==> config.mk <==
export PLATFORM = sky130hd
export DESIGN_NAME = seven_segment_counter_mux_flat
export DESIGN_NICKNAME = d
export VERILOG_FILES = /design/src/rtl/seven_segment_counter_mux_if.sv /design/src/rtl/seven_segment_counter_mux.sv /design/src/flat_wrapper.sv
export SDC_FILE = /design/constraint.sdc
export NUM_CORES = 1
export LEC_CHECK = 0
export CORE_UTILIZATION = 40
export DETAILED_ROUTE_END_ITERATION = 7
export PLACE_DENSITY = 0.61
export SLEW_MARGIN = 30
export SYNTH_ARGS = -nofsm -noshare
export SYNTH_HDL_FRONTEND = slang
export SYNTH_SLANG_ARGS = --single-unit
==> constraint.sdc <==
create_clock -name clk -period 4.6 [get_ports clk]
set_clock_uncertainty 0.1 [all_clocks]
set_input_delay 1.38 -clock clk [delete_from_list [all_inputs] [get_ports clk]]
set_output_delay 1.38 -clock clk [all_outputs]
set_load 0.02 [all_outputs]
==> src/rtl/seven_segment_counter_mux_if.sv <==
// Control and display bus of the multiplexed seven-segment BCD counter.
// The master side drives the controls; the slave side (the counter) drives the display outputs.
interface seven_segment_counter_mux_if #(
    parameter int unsigned NUM_DIGITS = 4
);
    logic                      ena;
    logic                      count_en;
    logic                      up;
    logic                      clear;
    logic                      load;
    logic [4*NUM_DIGITS-1:0]   load_bcd;
    logic [4*NUM_DIGITS-1:0]   bcd_out;
    logic [6:0]                segments;
    logic [NUM_DIGITS-1:0]     digit_sel;
    logic                      tick;
    logic                      wrap;

    modport master (
        output ena, count_en, up, clear, load, load_bcd,
        input  bcd_out, segments, digit_sel, tick, wrap
    );

    modport slave (
        input  ena, count_en, up, clear, load, load_bcd,
        output bcd_out, segments, digit_sel, tick, wrap
    );
endinterface

==> src/rtl/seven_segment_counter_mux.sv <==
// Multi-digit BCD up/down counter with a tick prescaler and a time-multiplexed
// seven-segment scan (one-hot digit select, shared segment bus, optional leading-zero blanking).
module seven_segment_counter_mux #(
    parameter int unsigned NUM_DIGITS = 4,
    parameter int unsigned TICK_COUNT = 1000,
    parameter int unsigned SCAN_COUNT = 4,
    parameter bit          BLANK_LZ   = 1'b1
) (
    input  logic                      clk,
    input  logic                      rst,
    seven_segment_counter_mux_if.slave bus
);
    localparam int unsigned BW = 4 * NUM_DIGITS;
    localparam int unsigned PW = $clog2(TICK_COUNT);
    localparam int unsigned SW = (SCAN_COUNT > 1) ? $clog2(SCAN_COUNT) : 1;
    localparam int unsigned IW = (NUM_DIGITS > 1) ? $clog2(NUM_DIGITS) : 1;

    localparam logic [PW-1:0] PRE_LAST  = PW'(TICK_COUNT - 1);
    localparam logic [SW-1:0] SCAN_LAST = SW'(SCAN_COUNT - 1);
    localparam logic [IW-1:0] IDX_LAST  = IW'(NUM_DIGITS - 1);
    localparam logic [6:0]    SEG_ZERO  = 7'h3F;

    // Segment bit 0 = a ... bit 6 = g, active-high.
    function automatic logic [6:0] seg7(input logic [3:0] d);
        logic [6:0] s;
        case (d)
            4'd0:    s = 7'h3F;
            4'd1:    s = 7'h06;
            4'd2:    s = 7'h5B;
            4'd3:    s = 7'h4F;
            4'd4:    s = 7'h66;
            4'd5:    s = 7'h6D;
            4'd6:    s = 7'h7D;
            4'd7:    s = 7'h07;
            4'd8:    s = 7'h7F;
            4'd9:    s = 7'h6F;
            default: s = 7'h00;
        endcase
        return s;
    endfunction

    logic [PW-1:0]         pre_q,       pre_d;
    logic [BW-1:0]         bcd_q,       bcd_d;
    logic [SW-1:0]         scan_cnt_q,  scan_cnt_d;
    logic [IW-1:0]         scan_idx_q,  scan_idx_d;
    logic [NUM_DIGITS-1:0] digit_sel_q, digit_sel_d;
    logic [6:0]            segments_q,  segments_d;
    logic                  tick_q,      tick_d;
    logic                  wrap_q,      wrap_d;

    logic [BW-1:0]         bcd_step;
    logic                  step_wrap;
    logic [BW-1:0]         bcd_clamped;
    logic [NUM_DIGITS-1:0] blank;

    // Per-digit BCD increment/decrement with ripple carry/borrow; the final carry is the wrap.
    always_comb begin
        logic       carry;
        logic [3:0] d;
        bcd_step  = bcd_q;
        carry     = 1'b1;
        for (int i = 0; i < int'(NUM_DIGITS); i++) begin
            d = bcd_q[4*i +: 4];
            if (carry) begin
                if (bus.up) begin
                    if (d == 4'd9) bcd_step[4*i +: 4] = 4'd0;
                    else begin
                        bcd_step[4*i +: 4] = d + 4'd1;
                        carry = 1'b0;
                    end
                end else begin
                    if (d == 4'd0) bcd_step[4*i +: 4] = 4'd9;
                    else begin
                        bcd_step[4*i +: 4] = d - 4'd1;
                        carry = 1'b0;
                    end
                end
            end
        end
        step_wrap = carry;
    end

    // Load value with out-of-range digits clamped to 9.
    always_comb begin
        bcd_clamped = '0;
        for (int i = 0; i < int'(NUM_DIGITS); i++) begin
            bcd_clamped[4*i +: 4] = (bus.load_bcd[4*i +: 4] > 4'd9) ? 4'd9 : bus.load_bcd[4*i +: 4];
        end
    end

    // A digit above 0 is blanked when it and every higher digit are zero.
    always_comb begin
        logic higher_zero;
        blank       = '0;
        higher_zero = 1'b1;
        for (int i = int'(NUM_DIGITS) - 1; i >= 0; i--) begin
            higher_zero = higher_zero & (bcd_q[4*i +: 4] == 4'd0);
            blank[i]    = BLANK_LZ && (i != 0) && higher_zero;
        end
    end

    // Next-state: clear > load > tick advance; scan runs regardless of count_en.
    always_comb begin
        pre_d       = pre_q;
        bcd_d       = bcd_q;
        scan_cnt_d  = scan_cnt_q;
        scan_idx_d  = scan_idx_q;
        digit_sel_d = digit_sel_q;
        segments_d  = segments_q;
        tick_d      = 1'b0;
        wrap_d      = 1'b0;

        if (bus.ena) begin
            if (bus.clear) begin
                pre_d = '0;
                bcd_d = '0;
            end else if (bus.load) begin
                pre_d = '0;
                bcd_d = bcd_clamped;
            end else if (bus.count_en) begin
                if (pre_q == PRE_LAST) begin
                    pre_d  = '0;
                    tick_d = 1'b1;
                    bcd_d  = bcd_step;
                    wrap_d = step_wrap;
                end else begin
                    pre_d = pre_q + PW'(1);
                end
            end

            if (scan_cnt_q == SCAN_LAST) begin
                scan_cnt_d = '0;
                scan_idx_d = (scan_idx_q == IDX_LAST) ? '0 : scan_idx_q + IW'(1);
            end else begin
                scan_cnt_d = scan_cnt_q + SW'(1);
            end

            digit_sel_d = '0;
            segments_d  = '0;
            for (int i = 0; i < int'(NUM_DIGITS); i++) begin
                if (scan_idx_d == IW'(i)) begin
                    digit_sel_d[i] = 1'b1;
                    segments_d     = blank[i] ? 7'h00 : seg7(bcd_q[4*i +: 4]);
                end
            end
        end
    end

    always_ff @(posedge clk or posedge rst) begin
        if (rst) begin
            pre_q       <= '0;
            bcd_q       <= '0;
            scan_cnt_q  <= '0;
            scan_idx_q  <= '0;
            digit_sel_q <= NUM_DIGITS'(1);
            segments_q  <= SEG_ZERO;
            tick_q      <= 1'b0;
            wrap_q      <= 1'b0;
        end else begin
            pre_q       <= pre_d;
            bcd_q       <= bcd_d;
            scan_cnt_q  <= scan_cnt_d;
            scan_idx_q  <= scan_idx_d;
            digit_sel_q <= digit_sel_d;
            segments_q  <= segments_d;
            tick_q      <= tick_d;
            wrap_q      <= wrap_d;
        end
    end

    assign bus.bcd_out   = bcd_q;
    assign bus.digit_sel = digit_sel_q;
    assign bus.segments  = segments_q;
    assign bus.tick      = tick_q;
    assign bus.wrap      = wrap_q;
endmodule

==> src/flat_wrapper.sv <==
// flat-port wrapper written by rule: the top's interface ports become plain ports
module seven_segment_counter_mux_flat 
#(
    parameter int unsigned NUM_DIGITS = 4,
    parameter int unsigned TICK_COUNT = 1000,
    parameter int unsigned SCAN_COUNT = 4,
    parameter bit          BLANK_LZ   = 1'b1
)
  (clk, rst, bus_ena, bus_count_en, bus_up, bus_clear, bus_load, bus_load_bcd, bus_bcd_out, bus_segments, bus_digit_sel, bus_tick, bus_wrap);
  seven_segment_counter_mux_if #(.NUM_DIGITS(NUM_DIGITS)) bus_i ();
  input  logic clk;
  input  logic rst;
  input wire logic [$bits(bus_i.ena)-1:0] bus_ena;
  input wire logic [$bits(bus_i.count_en)-1:0] bus_count_en;
  input wire logic [$bits(bus_i.up)-1:0] bus_up;
  input wire logic [$bits(bus_i.clear)-1:0] bus_clear;
  input wire logic [$bits(bus_i.load)-1:0] bus_load;
  input wire logic [$bits(bus_i.load_bcd)-1:0] bus_load_bcd;
  output wire logic [$bits(bus_i.bcd_out)-1:0] bus_bcd_out;
  output wire logic [$bits(bus_i.segments)-1:0] bus_segments;
  output wire logic [$bits(bus_i.digit_sel)-1:0] bus_digit_sel;
  output wire logic [$bits(bus_i.tick)-1:0] bus_tick;
  output wire logic [$bits(bus_i.wrap)-1:0] bus_wrap;
  assign bus_i.ena = bus_ena;
  assign bus_i.count_en = bus_count_en;
  assign bus_i.up = bus_up;
  assign bus_i.clear = bus_clear;
  assign bus_i.load = bus_load;
  assign bus_i.load_bcd = bus_load_bcd;
  assign bus_bcd_out = bus_i.bcd_out;
  assign bus_segments = bus_i.segments;
  assign bus_digit_sel = bus_i.digit_sel;
  assign bus_tick = bus_i.tick;
  assign bus_wrap = bus_i.wrap;
  seven_segment_counter_mux #(.NUM_DIGITS(NUM_DIGITS), .TICK_COUNT(TICK_COUNT), .SCAN_COUNT(SCAN_COUNT), .BLANK_LZ(BLANK_LZ)) u_core (.clk(clk), .rst(rst), .bus(bus_i));
endmodule
==> impl.org <==
** Clock network
- Clk pin slew, worst setup/hold paths :: around 90 ps
- The number of hold buffers added after CTS was 0.
- Clock latency on the worst-skew pair, taken at its later pin, is around 300 ps.
- Count of clock tree sinks :: between 40 and 50
- Total CTS buffers :: 5
- No sink is reached through more buffers than the 2 on the longest clock path.
- CTS H-tree depth :: 2
- Post CTS Setup Buffer Count :: 0
- The tree is rooted in a clkbuf_8.
- In this run, post-CTS repair resized a total of 0 instances.
- Clock tree from TritonCTS :: done

** STA
- Final period utilization :: 80.01%
- For the final routed database, the setup TNS stands at 0 ps.
- The routed design could run at a clock period as short as 3681 ps.
- Timing would allow up to between 200 and 300 MHz.
- Setup repair after global routing left no endpoint under its margin.
- The worst pin sits at a relative slew slack of between 30% and 40%.
- Final Max Slew Viols :: 0
- Setup violations remaining at the end of the flow were counted as 0.
- Tightest Pin Transition :: between 900 and 1000 ps
- The final hold violation count was 0.

** Synth
- The commonest cells after synthesis are nor2_1 (41), a21oi_1 (36), dfrtp_1 (36), nand2_1 (36), o21ai_0 (33).
- The synthesized netlist devotes a little over a quarter of its cell area to compound gates.
- Leading register cell type out of synthesis :: dfrtp_1
- Most frequent cell after synthesis :: nor2_1
- Of the post-synthesis cell area, the dominant cell type holds a little under a quarter.
- Sequential elements use 28.84% of the synthesized area.
- Of the total synthesized cell area, the portion taken by full adders, half adders and majority gates is about a tenth.
- Post-synthesis share of cell area spent on xor and xnor gates :: 3.726%
- The portion of synthesized area spent on multiplexers is about 3.8%.
- Number of distinct standard cells referenced by the synthesized netlist :: 66
- After synthesis, the largest family of logic cells by area is compound AO/OA/AOI/OAI gates.
- Summing the areas of all and, or, nand and nor instances in the mapped netlist gives a little over a fifth of the synthesized area.
- Syn_nets :: 511
- Synthesis Warnings :: 0
- Share of flip-flops with an asynchronous set or reset :: between 90% and 100%
- The synthesized netlist occupies a cell area of 3761 um2.
- Number of flops mapped to enable cells by yosys :: 0
- In the post-synthesis netlist, the biggest area contributors are dfrtp_1 (24%), ha_1 (9.6%), dfstp_2 (4.9%).
- Synthesis produced a netlist whose cell count is between 400 and 500.
- Leading area contributor after synthesis :: dfrtp_1
- In this run the mean area of a mapped cell was roughly 8.2 um2.
- Number of flip-flops and latches in the synthesized netlist :: 43

** Placed design
- Once detailed placement completed, the half-perimeter wirelength came to about 7.6 mm.
- After detailed placement, the design holds a cell count of around 600.
- RD Place Congestion :: between 0.8 and 0.9
- IO buf count :: 51

** Routing
- Final routed wirelength across all metal layers :: 10.18 mm
- The first routing iteration left approximately 180 violations.
- Via count normalized by instance count :: 5.810
- After detailed routing, the average wire length per cell comes to around 17 um.
- TritonRoute pass-1 iters :: 5
- In the routed design, unresolved DRC markers number 0.
- Final ANT Viol Nets :: 0
- Total vias in the final route :: 3550

** Die
- The die is 98.97 um wide.
- Die area :: 9794 um2
- Die height :: about 100 um
- Starting utilization of the core area :: between 40% and 50%
- During I/O placement, the number of pins put on the boundary was 52.
- Core outline area :: slightly above 9000 um2
- In this run the core area contains 35 standard-cell rows.

** Setup path
- Highest net fanout along the worst path :: 24
- Internal reg-to-reg setup slack :: roughly 1800 ps
- Data arrival time at the worst-slack endpoint :: approximately 3800 ps
- Startpoint-to-endpoint class of the critical path :: input pin to flop
- STA classifies the critical path endpoint as a flop.
- Type of element launching the critical path :: input pin
- For the worst setup path, the data required time is approximately 4700 ps.

** Final layout
- The finished layout holds slightly above 600 standard cells, fillers aside.
- Area growth, synth to finish :: 18.00%
- Share of final-layout standard cells stronger than drive strength 1 :: roughly 7.8%
- Cells fill between 40% and 50% of the core in the end.
- Footprint of the multi-input gates :: roughly 2500 um2
- Fill cells in the final layout number just over 900.
- The repair_antennas step left the layout with diodes totalling 0.
- Post-layout nets :: between 500 and 600
- Summing all flip-flop and latch instances after layout gives between 1000 and 1500 um2.

** GRT
- In the global route stage, met3 resource usage came out at under 10%.
- The number of antenna violations at the first check in global routing came to 0.
- Overall overflow remaining after global route :: 0
- Number of global-route vias before repair :: 3316
- Most crowded layer after global routing :: met2
- In the global route stage, met2 resource usage came out at between 30% and 40%.
- Global routing used a little under a third of the available met1 tracks.
- GR Util All Layers :: a little over a fifth
- First-pass GRT wire length :: 16.99 mm
- Entering global routing, the biggest net connects 28 pins.

** Hold path
- The path class of the tightest hold or removal check is flop to flop.

** Power
- The clock network accounts for between 10% and 20% of the total power.
- The share of total power dissipated in sequential elements is roughly a third.
- In this run the power spent charging and discharging nets is 851.8 uW.
- The internal portion of the total power is 1074 uW.
- IR drop worst, VDD :: between 150 and 200 uV
- Proportion of total power due to net switching :: between 40% and 50%
- Static leakage :: ~0.0018 uW
- Power Dens Cells :: around 430 nW/um2
- Combinational logic is responsible for 54.8% of the overall power.

** Run status
- Outcome :: finished, final reports clean

** Run
- Max-cap violations in this run came to 0.
[cells by family (layout without fill, tap and decap cells)]
kind of cell / count (synthesis) / in the layout
AND/OR/NAND/NOR: 155 / 155
AO/OA/AOI/OAI: 151 / 151
buffers and inverters: 52 / 93
flip-flops: 43 / 43
adder cells (fa/ha/maj): 29 / 29
XOR/XNOR: 16 / 16
multiplexers: 13 / 13
[layer usage]
layer | up-vias | share of wire (%)
li1 | 1749 | -
met1 | 1713 | 48
met2 | 79 | 47
met3 | 9 | 3.9
met4 | 0 | 1.1
met5 | - | 0
[registers in the layout, summed over array words and instances (netlist names)]
name and flops:
u_core.bus.tick 1, u_core.scan_idx_q 2, u_core.bus.segments 7, u_core.bus.digit_sel 4, u_core.scan_cnt_q 2, u_core.bus.bcd_out 16, u_core.bus.wrap 1, u_core.pre_q 10
[stage by stage]
step	instance area [um2]	hold WS, ps	power [uW]	setup WS [ps]
after floorplan	3761	384.9	1318	1473
after global placement	4353	368.4	1660	696.6
after detailed placement	4353	371.3	1679	647.1
after CTS	4438	385.0	1930	949.1
after global routing	4438	403.1	2082	775.0
final	4438	385.1	1925	919.4
[critical path, stage by stage]
cell	delay [ps]
clkdlybuf4s50_1	680
buf_4	350
nand3_1	160
a221o_1	410
nand3b_4	190
a21oi_4	230
mux2_2	360
[power by group through the flow]
stage | registers (uW) | clock network (uW) | logic [uW]
after floorplan | 663 | 0 | 655
after global placement | 625 | 0 | 1040
after detailed placement | 630 | 0 | 1050
after CTS | 624 | 254 | 1050
after global routing | 647 | 271 | 1160
final | 624 | 246 | 1060
[path summary, 6_finish.rpt]
path / start / end / cells past startpoint
worst max-delay path: bus_up / u_core.bus.bcd_out[13]$_DFFE_PP0P_ / 7
worst min-delay path: u_core.bus.segments[4]$_DFFE_PP1P_ / u_core.bus.segments[4]$_DFFE_PP1P_ / 1
worst max register to register: u_core.bus.bcd_out[4]$_DFFE_PP0P_ / u_core.bus.bcd_out[13]$_DFFE_PP0P_ / 7
worst min register to register: u_core.bus.segments[4]$_DFFE_PP1P_ / u_core.bus.segments[4]$_DFFE_PP1P_ / 1
max in group asynchronous: rst / u_core.bus.bcd_out[8]$_DFFE_PP0P_ / 3
min in group asynchronous: rst / u_core.scan_idx_q[0]$_DFFE_PP0P_ / 2
[layout make-up]
type / count / share of cell area (%)
well taps: 111 / 3.129
inverters: 28 / 2.368
flip-flops and latches: 43 / 24.44
clock inverters: 2 / 0.2819
multi-input cells: 364 / 55.62
repair buffers: 57 / 12.52
clock buffers: 6 / 1.635
[layout by cell type (no fill, tap or decap), types with 7 or more instances in the layout]
cell              n
nor2_1           41
dfstp_2           7
nand3_1          12
ha_1             29
o21ai_0          33
nand2b_1         19
a21oi_1          36
clkdlybuf4s50_1  51
nand2_1          36
o22ai_1           9
xnor2_1          11
dfrtp_1          36
a31oi_1          14
inv_1            26
nor2b_1          11
mux2_2            9
Note: power is estimated with default switching activity, not from simulation.
